--- src/rtl/sram_bist.sv ---
// BIST controller for a 256x10 synchronous single-port SRAM: writes and reads back
// three patterns over every address, then reports done plus a sticky miscompare flag.
module sram_bist #(
  parameter logic [9:0] value_3ff = 10'h3FF,
  parameter logic [9:0] value_00  = 10'h000,
  parameter logic [9:0] value_2aa = 10'h2AA
) (
  input  logic       clock,
  input  logic       n_reset,
  input  logic       bist_en,
  input  logic [9:0] rd_data,
  output logic       csn,
  output logic       wen,
  output logic [9:0] wr_data,
  output logic [7:0] wr_addr,
  output logic       b_done,
  output logic       b_err
);

  localparam logic [2:0] ST_IDLE  = 3'd0;
  localparam logic [2:0] ST_WRITE = 3'd1;
  localparam logic [2:0] ST_READ  = 3'd2;
  localparam logic [2:0] ST_DRAIN = 3'd3;
  localparam logic [2:0] ST_DONE  = 3'd4;

  logic [2:0] state_r,     state_s;
  logic [1:0] pat_idx_r,   pat_idx_s;
  logic       csn_r,       csn_s;
  logic       wen_r,       wen_s;
  logic [9:0] wr_data_r,   wr_data_s;
  logic [7:0] wr_addr_r,   wr_addr_s;
  logic       b_done_r,    b_done_s;
  logic       b_err_r,     b_err_s;
  logic       cmp_valid_r, cmp_valid_s;
  logic [9:0] cmp_exp_r,   cmp_exp_s;
  logic       abort_s;

  function automatic logic [9:0] pattern_of(input logic [1:0] idx);
    case (idx)
      2'd0:    pattern_of = value_3ff;
      2'd1:    pattern_of = value_00;
      2'd2:    pattern_of = value_2aa;
      default: pattern_of = value_3ff;
    endcase
  endfunction

  assign abort_s = !bist_en && ((state_r == ST_WRITE) || (state_r == ST_READ) || (state_r == ST_DRAIN));

  // Next-state and next-output computation; every output is the registered copy of these.
  always_comb begin
    state_s     = state_r;
    pat_idx_s   = pat_idx_r;
    csn_s       = csn_r;
    wen_s       = wen_r;
    wr_data_s   = wr_data_r;
    wr_addr_s   = wr_addr_r;
    b_done_s    = b_done_r;
    cmp_valid_s = 1'b0;
    cmp_exp_s   = cmp_exp_r;
    // The compare scheduled by last cycle's read lands here; an abort discards it.
    if (cmp_valid_r && (rd_data != cmp_exp_r) && !abort_s) begin
      b_err_s = 1'b1;
    end else begin
      b_err_s = b_err_r;
    end

    if (abort_s) begin
      state_s   = ST_IDLE;
      csn_s     = 1'b1;
      wen_s     = 1'b1;
      wr_addr_s = 8'd0;
      wr_data_s = 10'd0;
      b_done_s  = 1'b0;
    end else begin
      case (state_r)
        ST_IDLE: begin
          b_done_s  = 1'b0;
          pat_idx_s = 2'd0;
          wr_addr_s = 8'd0;
          if (bist_en) begin
            state_s   = ST_WRITE;
            csn_s     = 1'b0;
            wen_s     = 1'b0;
            wr_data_s = pattern_of(2'd0);
            b_err_s   = 1'b0;
          end else begin
            state_s   = ST_IDLE;
            csn_s     = 1'b1;
            wen_s     = 1'b1;
            wr_data_s = 10'd0;
          end
        end
        ST_WRITE: begin
          csn_s     = 1'b0;
          wr_data_s = pattern_of(pat_idx_r);
          wr_addr_s = wr_addr_r + 8'd1;
          if (wr_addr_r == 8'hFF) begin
            state_s = ST_READ;
            wen_s   = 1'b1;
          end else begin
            state_s = ST_WRITE;
            wen_s   = 1'b0;
          end
        end
        ST_READ: begin
          cmp_valid_s = 1'b1;
          cmp_exp_s   = wr_data_r;
          wr_addr_s   = wr_addr_r + 8'd1;
          wen_s       = 1'b1;
          if (wr_addr_r == 8'hFF) begin
            state_s = ST_DRAIN;
            csn_s   = 1'b1;
          end else begin
            state_s = ST_READ;
            csn_s   = 1'b0;
          end
        end
        ST_DRAIN: begin
          wr_addr_s = 8'd0;
          if (pat_idx_r < 2'd2) begin
            state_s   = ST_WRITE;
            pat_idx_s = pat_idx_r + 2'd1;
            csn_s     = 1'b0;
            wen_s     = 1'b0;
            wr_data_s = pattern_of(pat_idx_r + 2'd1);
          end else begin
            state_s  = ST_DONE;
            csn_s    = 1'b1;
            wen_s    = 1'b1;
            b_done_s = 1'b1;
          end
        end
        ST_DONE: begin
          csn_s = 1'b1;
          wen_s = 1'b1;
          if (bist_en) begin
            state_s  = ST_DONE;
            b_done_s = 1'b1;
          end else begin
            state_s   = ST_IDLE;
            b_done_s  = 1'b0;
            wr_addr_s = 8'd0;
            wr_data_s = 10'd0;
          end
        end
        default: begin
          state_s   = ST_IDLE;
          pat_idx_s = 2'd0;
          csn_s     = 1'b1;
          wen_s     = 1'b1;
          wr_addr_s = 8'd0;
          wr_data_s = 10'd0;
          b_done_s  = 1'b0;
        end
      endcase
    end
  end

  // State, compare pipeline and output registers.
  always_ff @(posedge clock or negedge n_reset) begin
    if (!n_reset) begin
      state_r     <= ST_IDLE;
      pat_idx_r   <= 2'd0;
      csn_r       <= 1'b1;
      wen_r       <= 1'b1;
      wr_data_r   <= 10'd0;
      wr_addr_r   <= 8'd0;
      b_done_r    <= 1'b0;
      b_err_r     <= 1'b0;
      cmp_valid_r <= 1'b0;
      cmp_exp_r   <= 10'd0;
    end else begin
      state_r     <= state_s;
      pat_idx_r   <= pat_idx_s;
      csn_r       <= csn_s;
      wen_r       <= wen_s;
      wr_data_r   <= wr_data_s;
      wr_addr_r   <= wr_addr_s;
      b_done_r    <= b_done_s;
      b_err_r     <= b_err_s;
      cmp_valid_r <= cmp_valid_s;
      cmp_exp_r   <= cmp_exp_s;
    end
  end

  assign csn     = csn_r;
  assign wen     = wen_r;
  assign wr_data = wr_data_r;
  assign wr_addr = wr_addr_r;
  assign b_done  = b_done_r;
  assign b_err   = b_err_r;

endmodule

--- config.mk ---
export PLATFORM = sky130hd
export DESIGN_NAME = sram_bist
export DESIGN_NICKNAME = d
export VERILOG_FILES = /design/src/rtl/sram_bist.sv
export SDC_FILE = /design/constraint.sdc
export NUM_CORES = 1
export LEC_CHECK = 0
export CORE_MARGIN = 8
export CORE_UTILIZATION = 45
export CTS_CLUSTER_SIZE = 20
export DETAILED_ROUTE_END_ITERATION = 12
export HOLD_SLACK_MARGIN = 0.1
export PLACE_DENSITY = 0.75
export SLEW_MARGIN = 20
export SYNTH_ARGS = -nofsm -noshare
export SYNTH_HDL_FRONTEND = slang
export SYNTH_SLANG_ARGS = --single-unit
--- constraint.sdc ---
create_clock -name clock -period 3.75 [get_ports clock]
set_clock_uncertainty 0.15 [all_clocks]
set_input_delay 0.75 -clock clock [delete_from_list [all_inputs] [get_ports clock]]
set_output_delay 0.75 -clock clock [all_outputs]
set_load 0.005 [all_outputs]
==> run_summary.xml, run 1 <==
<?xml version="1.0" encoding="UTF-8"?>
<metrics>
  <group name="grt">
    <metric name="grt_overflow_total" unit="">0</metric>
    <metric name="grt_start_max_net_pins" unit="">23</metric>
    <metric name="first_global_vias" unit="">1200</metric>
    <metric name="grt_use_total" unit="%">13.1</metric>
    <metric name="wire_length_of_the_first_global_routing_pass" unit="mm">5.52</metric>
    <metric name="grt.met2_usage" unit="%">21.8</metric>
    <metric name="globalRouteMet3Util" unit="%">4.10</metric>
    <metric name="grt_most_used_layer" unit="">met2</metric>
    <metric name="global_route.usage.met1" unit="%">15.9</metric>
    <metric name="grt_antenna_before_repair" unit="">0</metric>
  </group>
  <group name="floorplan">
    <metric name="die-area" unit="µm²">5030</metric>
    <metric name="ports_placed_on_the_boundary" unit="">35</metric>
    <metric name="standard_cell_core_area" unit="µm²">2950</metric>
    <metric name="std_cell_rows" unit="">20</metric>
    <metric name="die_height" unit="µm">70.9</metric>
    <metric name="chipWidth" unit="µm">70.9</metric>
    <metric name="floorplan.initialDensity" unit="%">45.9</metric>
  </group>
  <group name="status">
    <metric name="status" unit="">completed</metric>
  </group>
  <group name="cells_and_area">
    <metric name="final_net_count" unit="">188</metric>
    <metric name="syn2layout_area_growth" unit="%">22.7</metric>
    <metric name="layout-drive-gt1-share" unit="%">6.43</metric>
    <metric name="antenna_cells_inserted" unit="">0</metric>
  </group>
  <group name="clocking">
    <metric name="clock_root_buffer" unit="">clkbuf_4</metric>
    <metric name="number_of_buffers_inserted_by_post_cts_setup_repair" unit="">0</metric>
    <metric name="cts.sinks" unit="">22</metric>
    <metric name="ctsResizeCount" unit="">0</metric>
    <metric name="cts.reportedPaths.clkPinSlew" unit="ns">0.12</metric>
    <metric name="ctsLongestPathBuffers" unit="">2</metric>
    <metric name="cts_hold_fix_bufs" unit="">0</metric>
    <metric name="source_to_sink_clock_delay_at_the_later_pin_of_the_worst_skew_pair" unit="ns">0.30</metric>
    <metric name="tritoncts_clock_tree" unit="">yes</metric>
    <metric name="cts_max_level" unit="">1</metric>
    <metric name="tritoncts_buffer_count" unit="">3</metric>
  </group>
  <group name="routing">
    <metric name="drc_errors" unit="">0</metric>
    <metric name="drtIter0Drc" unit="">43</metric>
    <metric name="route.detailed.wl_per_inst" unit="µm">15.7</metric>
    <metric name="drtAntennaViolNets" unit="">0</metric>
    <metric name="drt_wl_total" unit="mm">3.20</metric>
    <metric name="routed_via_density" unit="">5.82</metric>
    <metric name="drt_pre_antenna_iters" unit="">4</metric>
    <metric name="via_count" unit="">1187</metric>
  </group>
  <group name="power">
    <metric name="leakagePower" unit="µW">0.000664</metric>
    <metric name="power" unit="µW">437</metric>
    <metric name="ir_worst_vdd" unit="mV">0.158</metric>
    <metric name="cellPowerDensity" unit="nW/µm²">262</metric>
  </group>
  <group name="worst_setup_path">
    <metric name="r2r_end" unit="">wr_addr[5]</metric>
    <metric name="reg2reg_from" unit="">state_r[2]</metric>
    <metric name="timing.critical_path.to_type" unit="">register</metric>
    <metric name="critical_path_peak_fanout" unit="">13</metric>
    <metric name="timing.critical_path.from" unit="">bist_en</metric>
    <metric name="critical_path.endpoint" unit="">wr_data[7]</metric>
    <metric name="timing.critical_path.required" unit="ns">3.85</metric>
    <metric name="r2r_setup_slack" unit="ns">1.83</metric>
    <metric name="ff2ff_path_depth" unit="">4</metric>
    <metric name="kind_of_start_point_of_the_critical_path" unit="">input pin</metric>
    <metric name="cp.arrival" unit="ns">2.43</metric>
    <metric name="timing.setup.critical_path_class" unit="">in2reg</metric>
  </group>
  <group name="run">
    <metric name="cap_violations" unit="">0</metric>
  </group>
  <group name="placement">
    <metric name="hpwl" unit="mm">2.42</metric>
    <metric name="gpl.final_weighted_congestion" unit="">0.907</metric>
    <metric name="place_ws" unit="ns">1.12</metric>
    <metric name="port-buffer-count" unit="">34</metric>
  </group>
  <group name="sta">
    <metric name="fmax" unit="MHz">428</metric>
    <metric name="setup_tns_final" unit="ns">0</metric>
    <metric name="setup_slack" unit="ns">1.42</metric>
    <metric name="hold_violations" unit="">0</metric>
    <metric name="whs" unit="ns">0.240</metric>
    <metric name="worst-slew-pin-transition" unit="ns">0.638</metric>
    <metric name="grt_setup_unrepaired" unit="">no</metric>
    <metric name="time_the_worst_path_needs_with_i_o_delays_and_setup" unit="ns">2.33</metric>
    <metric name="final_period_utilization" unit="%">62.3</metric>
    <metric name="final-max-slew-violation-count" unit="">0</metric>
    <metric name="max-slew-margin-rel" unit="%">57.5</metric>
    <metric name="timing.final.setup_violations" unit="">0</metric>
  </group>
  <group name="yosys">
    <metric name="synth-seq-area-share" unit="%">40.8</metric>
    <metric name="synth-edff-count" unit="">0</metric>
    <metric name="yosys_warnings" unit="">0</metric>
    <metric name="mappedNetlistArea" unit="µm²">1360</metric>
    <metric name="netlist_top_cells_count" unit="">20 x dfrtp_1, 20 x nor2_1, 10 x buf_4</metric>
    <metric name="postSynthNetCount" unit="">164</metric>
    <metric name="yosysTopAreaCell" unit="">dfrtp_1</metric>
    <metric name="synthesis.instances" unit="">148</metric>
    <metric name="share_of_synthesized_flip_flops_with_an_asynchronous_set_or_reset" unit="%">100</metric>
    <metric name="postSynthRegisterBits" unit="">22</metric>
    <metric name="netlist_top_cells_area" unit="">dfrtp_1 37%, buf_4 5.5%, nor2_1 5.5%</metric>
    <metric name="syn_area_per_cell" unit="µm²">9.16</metric>
    <metric name="synth_largest_type_area_fraction" unit="%">36.9</metric>
    <metric name="ys_dominant_reg_cell" unit="">dfrtp_1</metric>
    <metric name="synth_cell_type_count" unit="">40</metric>
  </group>
  <group name="min_path">
    <metric name="min_path_type" unit="">in2async</metric>
  </group>
</metrics>
worst min path at each step:
stage	start	slack [ns]	end	cells past startpoint
after floorplan	n_reset	0.30	b_done	0
after global placement	cmp_exp_r[7]	0.38	cmp_exp_r[7]	1
after detailed placement	cmp_exp_r[8]	0.39	cmp_exp_r[8]	1
after CTS	cmp_exp_r[8]	0.42	cmp_exp_r[8]	1
after global routing	n_reset	0.26	wr_addr[5]	1
final	n_reset	0.24	wr_addr[7]	1
flip-flops by register name (all words and copies together) (netlist names):
signal and count:
state_r 3, wr_addr 8, cmp_valid_r 1, pat_idx_r 2, wen 1, cmp_exp_r 2
b_done 1, b_err 1, wr_data 2, csn 1
power breakdown:
group          switching (µW)  total (µW)  internal (µW)
Combinational            24.2        57.0           32.7
Clock                    70.4         130           59.2
Sequential               7.88         250            242
Total                     102         437            334
per-layer routing:
layer	vias to the layer above	part of all wire (%)
met1	579	45
met3	2	7.4
li1	570	-
met5	-	0
met2	36	47
met4	0	0.38
cell usage in the layout, fill, tap and decap left out, types with 6 or more instances in the layout:
| cell type | n |
|---|---|
| o21ai_0 | 9 |
| dfrtp_1 | 20 |
| inv_1 | 7 |
| clkdlybuf4s50_1 | 33 |
| nand3_1 | 6 |
| nand2_1 | 9 |
| xnor2_1 | 6 |
| a21oi_1 | 9 |
| nor2_1 | 20 |
metrics by stage:
| stage | util, % | cells | area, µm² |
|---|---|---|---|
| 2_1_floorplan | - | 148 | 1360 |
| 3_3_place_gp | 55.3 | 200 | 1630 |
| 3_5_place_dp | 55.3 | 200 | 1630 |
| 4_1_cts | 56.5 | 204 | 1670 |
| 5_1_grt | 56.4 | 204 | 1660 |
| 6_report | 56.4 | 204 | 1660 |
cell families after synthesis:
logic type | Yosys count | synth area share [%]
mux | 2 | 1.66
compound gates | 39 | 20.5
buf+inv | 22 | 9.69
simple gates | 53 | 20.1
xor+xnor | 7 | 4.52
fa+ha+maj | 3 | 2.77
flops | 22 | 40.8
critical path, cell delays in order:
cell and delay [ns]:
clkdlybuf4s50_1 0.79, inv_1 0.25, nor2_1 0.36, o2111ai_1 0.18
nand2_1 0.09
cell type report:
| cell class | count | area (µm²) |
|---|---|---|
| fillers | 279 | 1290 |
| multi-input cells | 104 | 672 |
| flip-flops and latches | 22 | 553 |
| repair buffers | 34 | 335 |
| well taps | 33 | 41.3 |
| clock buffers | 4 | 36.3 |
| inverters | 7 | 26.3 |
No activity file was read; power rests on OpenSTA's default activity.
==> run 2: changes to the inputs <==
- CORE_UTILIZATION: 45 -> 43
- clock period: 3.75 -> 2.1 ns (I/O delays scaled with it)
==> run 2 against run 1 <==
Effect of this change: power up 100%; critical endpoint is now wr_addr[2]; first-iteration DRC count increased by 14%; die area increased by 3.6%; global-route usage up 0.61 points; clock power rose to 2.5 times the previous value; hold slack improved by 0.045 ns; register-to-register slack got worse by 1.6 ns; sequential power grew 78%; via count up 1.2%; utilization up 1.7 points; largest cell class unchanged.
==> run_summary.xml, run 2 (synthesized netlist as in run 1, its figures left out) <==
<?xml version="1.0" encoding="UTF-8"?>
<metrics>
  <group name="status">
    <metric name="status" unit="">completed</metric>
  </group>
  <group name="floorplan">
    <metric name="standard_cell_core_area" unit="µm²">3030</metric>
    <metric name="die-area" unit="µm²">5210</metric>
    <metric name="std_cell_rows" unit="">20</metric>
    <metric name="die_height" unit="µm">72.2</metric>
    <metric name="ports_placed_on_the_boundary" unit="">35</metric>
    <metric name="floorplan.initialDensity" unit="%">44.8</metric>
    <metric name="chipWidth" unit="µm">72.2</metric>
  </group>
  <group name="routing">
    <metric name="drtIter0Drc" unit="">49</metric>
    <metric name="drtAntennaViolNets" unit="">0</metric>
    <metric name="drt_pre_antenna_iters" unit="">4</metric>
    <metric name="drc_errors" unit="">0</metric>
    <metric name="routed_via_density" unit="">5.39</metric>
    <metric name="via_count" unit="">1201</metric>
    <metric name="drt_wl_total" unit="mm">3.36</metric>
    <metric name="route.detailed.wl_per_inst" unit="µm">15.1</metric>
  </group>
  <group name="sta">
    <metric name="timing.final.setup_violations" unit="">0</metric>
    <metric name="final-max-slew-violation-count" unit="">0</metric>
    <metric name="final_period_utilization" unit="%">91.5</metric>
    <metric name="worst-slew-pin-transition" unit="ns">0.562</metric>
    <metric name="fmax" unit="MHz">520</metric>
    <metric name="grt_setup_unrepaired" unit="">no</metric>
    <metric name="max-slew-margin-rel" unit="%">62.5</metric>
    <metric name="hold_violations" unit="">0</metric>
    <metric name="time_the_worst_path_needs_with_i_o_delays_and_setup" unit="ns">1.92</metric>
    <metric name="setup_tns_final" unit="ns">0</metric>
  </group>
  <group name="grt">
    <metric name="grt_antenna_before_repair" unit="">0</metric>
    <metric name="wire_length_of_the_first_global_routing_pass" unit="mm">5.73</metric>
    <metric name="grt_use_total" unit="%">13.7</metric>
    <metric name="first_global_vias" unit="">1233</metric>
    <metric name="grt_overflow_total" unit="">0</metric>
    <metric name="grt_start_max_net_pins" unit="">23</metric>
  </group>
  <group name="power">
    <metric name="cellPowerDensity" unit="nW/µm²">503</metric>
    <metric name="internal_power" unit="µW">693</metric>
    <metric name="power" unit="µW">886</metric>
    <metric name="pwr-share-comb" unit="%">12.9</metric>
    <metric name="p_clk_share" unit="%">36.8</metric>
    <metric name="power.sequential.fraction" unit="%">50.2</metric>
    <metric name="sw_frac_of_total" unit="%">21.8</metric>
    <metric name="net-switching-power" unit="µW">193</metric>
    <metric name="ir_worst_vdd" unit="mV">0.302</metric>
    <metric name="leakagePower" unit="µW">0.000711</metric>
  </group>
  <group name="worst_setup_path">
    <metric name="path_buf_inv" unit="">1</metric>
    <metric name="critPathMaxStageDelay" unit="ns">0.55</metric>
    <metric name="cp_slowest_cell" unit="">clkdlybuf4s50_1</metric>
    <metric name="timing.setup.critical_path_class" unit="">reg2out</metric>
    <metric name="path_cells" unit="">clkdlybuf4s50_1</metric>
    <metric name="kind_of_start_point_of_the_critical_path" unit="">register</metric>
    <metric name="timing.critical_path.to_type" unit="">output port</metric>
    <metric name="timing.critical_path.required" unit="ns">1.53</metric>
    <metric name="crit_family" unit="">buffers and inverters</metric>
    <metric name="cp.arrival" unit="ns">1.35</metric>
    <metric name="critical_path_peak_fanout" unit="">6</metric>
  </group>
  <group name="clocking">
    <metric name="number_of_buffers_inserted_by_post_cts_setup_repair" unit="">0</metric>
    <metric name="cts_max_level" unit="">1</metric>
    <metric name="ctsLongestPathBuffers" unit="">2</metric>
    <metric name="cts_hold_fix_bufs" unit="">0</metric>
    <metric name="clock_root_buffer" unit="">clkbuf_4</metric>
    <metric name="cts.sinks" unit="">22</metric>
    <metric name="cts.reportedPaths.clkPinSlew" unit="ns">0.13</metric>
    <metric name="source_to_sink_clock_delay_at_the_later_pin_of_the_worst_skew_pair" unit="ns">0.31</metric>
    <metric name="ctsResizeCount" unit="">0</metric>
    <metric name="tritoncts_buffer_count" unit="">3</metric>
    <metric name="tritoncts_clock_tree" unit="">yes</metric>
  </group>
  <group name="cells_and_area">
    <metric name="largest_register_ff_count" unit="">8</metric>
    <metric name="layout-drive-gt1-share" unit="%">10.1</metric>
    <metric name="antenna_cells_inserted" unit="">0</metric>
    <metric name="final_common_cell" unit="">clkdlybuf4s50_1</metric>
    <metric name="final_net_count" unit="">196</metric>
    <metric name="syn2layout_area_growth" unit="%">29.7</metric>
    <metric name="mostFrequentLayoutCells" unit="">34 x clkdlybuf4s50_1, 20 x nor2_1, 20 x dfrtp_1</metric>
  </group>
  <group name="placement">
    <metric name="gpl.final_weighted_congestion" unit="">0.890</metric>
    <metric name="port-buffer-count" unit="">34</metric>
    <metric name="hpwl" unit="mm">2.54</metric>
  </group>
  <group name="min_path">
    <metric name="min_path_type" unit="">in2async</metric>
  </group>
  <group name="run">
    <metric name="cap_violations" unit="">0</metric>
  </group>
</metrics>
[run 2: routing by layer]
layer | global-route usage, % | wire (µm) | vias up | part of all wire [%]
met5 | 0 | 0 | - | 0
met4 | 5.67 | 31 | 0 | 0.92
met3 | 5.10 | 302 | 4 | 9.0
met2 | 21.7 | 1520 | 41 | 45
met1 | 16.2 | 1500 | 572 | 45
li1 | - | - | 584 | -
[run 2: final cells by class]
cell class / count / area, µm²
Fill cell: 280 / 1270
Sequential cell: 22 / 553
Multi-Input combinational cell: 104 / 672
Clock buffer: 3 / 22.5
Clock inverter: 1 / 30.0
Inverter: 7 / 26.3
Timing Repair Buffer: 42 / 400
Tap cell: 44 / 55.1
[run 2: power groups by stage]
stage / Sequential [µW] / Clock (µW) / Combinational [µW]
global route: 447 / 351 / 127
detailed placement: 453 / 0 / 115
CTS: 445 / 336 / 116
finish: 445 / 326 / 115
floorplan: 448 / 0 / 49.5
global placement: 452 / 0 / 113
[run 2: final timing paths]
check | start | endpoint | slack [ns] | depth (start not counted)
setup / recovery | wr_addr[2] | wr_addr[2] | 0.18 | 1
hold / removal | n_reset | cmp_exp_r[7] | 0.28 | 2
setup reg to reg | wr_addr[0] | state_r[0] | 0.25 | 5
hold reg to reg | cmp_exp_r[7] | cmp_exp_r[7] | 0.41 | 1
max in group asynchronous | n_reset | csn | 1.23 | 2
min in group clock | cmp_exp_r[7] | cmp_exp_r[7] | 0.41 | 1
[run 2: stage by stage]
stage | std cells | setup WS, ns | util (%) | hold WS [ns] | area, µm²
floorplan | 148 | 0.441 | - | -0.0256 | 1360
global placement | 219 | 0.0955 | 56.4 | 0.369 | 1710
detailed placement | 219 | 0.000168 | 56.4 | 0.382 | 1710
CTS | 223 | 0.148 | 58.1 | 0.283 | 1760
global route | 223 | 0.0984 | 58.1 | 0.294 | 1760
finish | 223 | 0.178 | 58.1 | 0.284 | 1760
==> run 3: changes to the inputs <==
- SETUP_SLACK_MARGIN: unset -> 0.1
==> run 3 against run 2 <==
Effect of this change: register-to-register slack about the same; largest cell class unchanged; clock power about the same; global-route usage unchanged; highest routed layer unchanged; via count unchanged; sequential share of layout area about the same; combinational power about the same; first-iteration DRC count unchanged; count of clock-buffer cells in the layout unchanged; cell area about the same.
==> run_summary.xml, run 3 (synthesized netlist as in run 1, its figures left out) <==
<?xml version="1.0" encoding="UTF-8"?>
<metrics>
  <group name="status">
    <metric name="status" unit="">completed</metric>
  </group>
  <group name="power">
    <metric name="ir_worst_vdd" unit="mV">0.302</metric>
    <metric name="pwr-share-comb" unit="%">12.9</metric>
    <metric name="leakagePower" unit="µW">0.000709</metric>
    <metric name="power.sequential.fraction" unit="%">50.2</metric>
    <metric name="p_clk_share" unit="%">36.8</metric>
    <metric name="cellPowerDensity" unit="nW/µm²">503</metric>
    <metric name="sw_frac_of_total" unit="%">21.8</metric>
    <metric name="internal_power" unit="µW">693</metric>
    <metric name="net-switching-power" unit="µW">193</metric>
  </group>
  <group name="floorplan">
    <metric name="standard_cell_core_area" unit="µm²">3030</metric>
    <metric name="ports_placed_on_the_boundary" unit="">35</metric>
    <metric name="std_cell_rows" unit="">20</metric>
    <metric name="die_height" unit="µm">72.2</metric>
    <metric name="floorplan.initialDensity" unit="%">44.8</metric>
    <metric name="die-area" unit="µm²">5210</metric>
    <metric name="chipWidth" unit="µm">72.2</metric>
  </group>
  <group name="worst_setup_path">
    <metric name="path_cells" unit="">clkdlybuf4s50_1</metric>
    <metric name="timing.critical_path.required" unit="ns">1.53</metric>
    <metric name="timing.critical_path.to_type" unit="">output port</metric>
    <metric name="kind_of_start_point_of_the_critical_path" unit="">register</metric>
    <metric name="critPathMaxStageDelay" unit="ns">0.54</metric>
    <metric name="path_buf_inv" unit="">1</metric>
    <metric name="cp_slowest_cell" unit="">dfstp_2</metric>
    <metric name="timing.setup.critical_path_class" unit="">reg2out</metric>
    <metric name="cp.arrival" unit="ns">1.35</metric>
    <metric name="critical_path_peak_fanout" unit="">1</metric>
    <metric name="crit_family" unit="">flip-flops</metric>
  </group>
  <group name="sta">
    <metric name="hold_violations" unit="">0</metric>
    <metric name="fmax" unit="MHz">521</metric>
    <metric name="whs" unit="ns">0.284</metric>
    <metric name="time_the_worst_path_needs_with_i_o_delays_and_setup" unit="ns">1.92</metric>
    <metric name="setup_slack" unit="ns">0.181</metric>
    <metric name="final_period_utilization" unit="%">91.4</metric>
    <metric name="timing.final.setup_violations" unit="">0</metric>
    <metric name="worst-slew-pin-transition" unit="ns">0.562</metric>
    <metric name="max-slew-margin-rel" unit="%">62.5</metric>
    <metric name="grt_setup_unrepaired" unit="">no</metric>
    <metric name="setup_tns_final" unit="ns">0</metric>
    <metric name="final-max-slew-violation-count" unit="">0</metric>
  </group>
  <group name="placement">
    <metric name="place_ws" unit="ns">0.000168</metric>
    <metric name="gpl.final_weighted_congestion" unit="">0.890</metric>
    <metric name="port-buffer-count" unit="">34</metric>
    <metric name="hpwl" unit="mm">2.54</metric>
    <metric name="placedCellCount" unit="">219</metric>
  </group>
  <group name="grt">
    <metric name="grt_antenna_before_repair" unit="">0</metric>
    <metric name="first_global_vias" unit="">1233</metric>
    <metric name="grt_overflow_total" unit="">0</metric>
    <metric name="grt_use_total" unit="%">13.7</metric>
    <metric name="wire_length_of_the_first_global_routing_pass" unit="mm">5.73</metric>
    <metric name="grt_start_max_net_pins" unit="">23</metric>
  </group>
  <group name="routing">
    <metric name="drtAntennaViolNets" unit="">0</metric>
    <metric name="route.detailed.wl_per_inst" unit="µm">15.1</metric>
    <metric name="drtIter0Drc" unit="">49</metric>
    <metric name="drt_pre_antenna_iters" unit="">4</metric>
    <metric name="via_count" unit="">1201</metric>
    <metric name="drc_errors" unit="">0</metric>
    <metric name="drt_wl_total" unit="mm">3.36</metric>
    <metric name="routed_via_density" unit="">5.39</metric>
  </group>
  <group name="clocking">
    <metric name="clock_root_buffer" unit="">clkbuf_4</metric>
    <metric name="cts.sinks" unit="">22</metric>
    <metric name="tritoncts_buffer_count" unit="">3</metric>
    <metric name="cts.reportedPaths.clkPinSlew" unit="ns">0.13</metric>
    <metric name="cts_hold_fix_bufs" unit="">0</metric>
    <metric name="tritoncts_clock_tree" unit="">yes</metric>
    <metric name="number_of_buffers_inserted_by_post_cts_setup_repair" unit="">0</metric>
    <metric name="source_to_sink_clock_delay_at_the_later_pin_of_the_worst_skew_pair" unit="ns">0.31</metric>
    <metric name="ctsLongestPathBuffers" unit="">2</metric>
    <metric name="cts_max_level" unit="">1</metric>
  </group>
  <group name="cells_and_area">
    <metric name="n_fill_cell" unit="">279</metric>
    <metric name="finish.cell_count_without_fillers" unit="">223</metric>
    <metric name="layout-drive-gt1-share" unit="%">10.6</metric>
    <metric name="syn2layout_area_growth" unit="%">29.8</metric>
    <metric name="mostFrequentLayoutCells" unit="">34 x clkdlybuf4s50_1, 20 x nor2_1, 19 x dfrtp_1</metric>
    <metric name="final_net_count" unit="">196</metric>
    <metric name="largest_register_ff_count" unit="">8</metric>
    <metric name="antenna_cells_inserted" unit="">0</metric>
    <metric name="final_common_cell" unit="">clkdlybuf4s50_1</metric>
  </group>
  <group name="min_path">
    <metric name="min_path_type" unit="">in2async</metric>
  </group>
  <group name="run">
    <metric name="cap_violations" unit="">0</metric>
  </group>
</metrics>
==> run 3: cell count changes in the layout (fill, tap and decap cells not counted) <==
| cell | change |
|---|---|
| dfrtp_1 | -1 |
| dfrtp_2 | +1 |
==> run 3: cell type report <==
class | instances | area [µm²] | share of cell area, %
clock buffer | 3 | 22.5 | 1.28
clock inverter | 1 | 30.0 | 1.71
inverter | 7 | 26.3 | 1.49
multi-input combinational | 104 | 672 | 38.2
sequential | 22 | 554 | 31.5
tap | 44 | 55.1 | 3.13
timing repair buffer | 42 | 400 | 22.7
==> run 3: per-stage QoR <==
stage	total power [µW]	util [%]	area, µm²
floorplan	498	-	1360
global placement	565	56.4	1710
detailed placement	568	56.4	1710
CTS	898	58.1	1760
global route	925	58.1	1760
finish	886	58.1	1760
==> run 3: power by group through the flow <==
| stage | clock network (µW) | logic [µW] | registers, µW |
|---|---|---|---|
| after global placement | 0 | 113 | 452 |
| final | 326 | 115 | 445 |
| after floorplan | 0 | 49.5 | 448 |
| after global routing | 351 | 127 | 447 |
| after detailed placement | 0 | 115 | 453 |
| after CTS | 336 | 116 | 445 |
==> run 3: path summary, 6_finish.rpt <==
path | slack, ns | depth (start not counted) | end | start
worst max-delay path | 0.18 | 1 | wen | wen
worst min-delay path | 0.28 | 2 | cmp_exp_r[7] | n_reset
worst max register to register | 0.25 | 5 | state_r[0] | wr_addr[0]
worst min register to register | 0.41 | 1 | cmp_exp_r[7] | cmp_exp_r[7]
max in group asynchronous | 1.23 | 2 | csn | n_reset
min in group clock | 0.41 | 1 | cmp_exp_r[7] | cmp_exp_r[7]
==> run 3: repair_timing <==
item,CTS,global route
gates resized for setup,0,1
endpoints found under the setup margin,0,1
hold endpoints to repair,0,0
==> run 3: metal layers <==
metal  track usage, %  part of all wire [%]
met2             21.7                    45
met5                0                     0
met4             5.67                  0.92
met1             16.2                    45
met3             5.10                   9.0
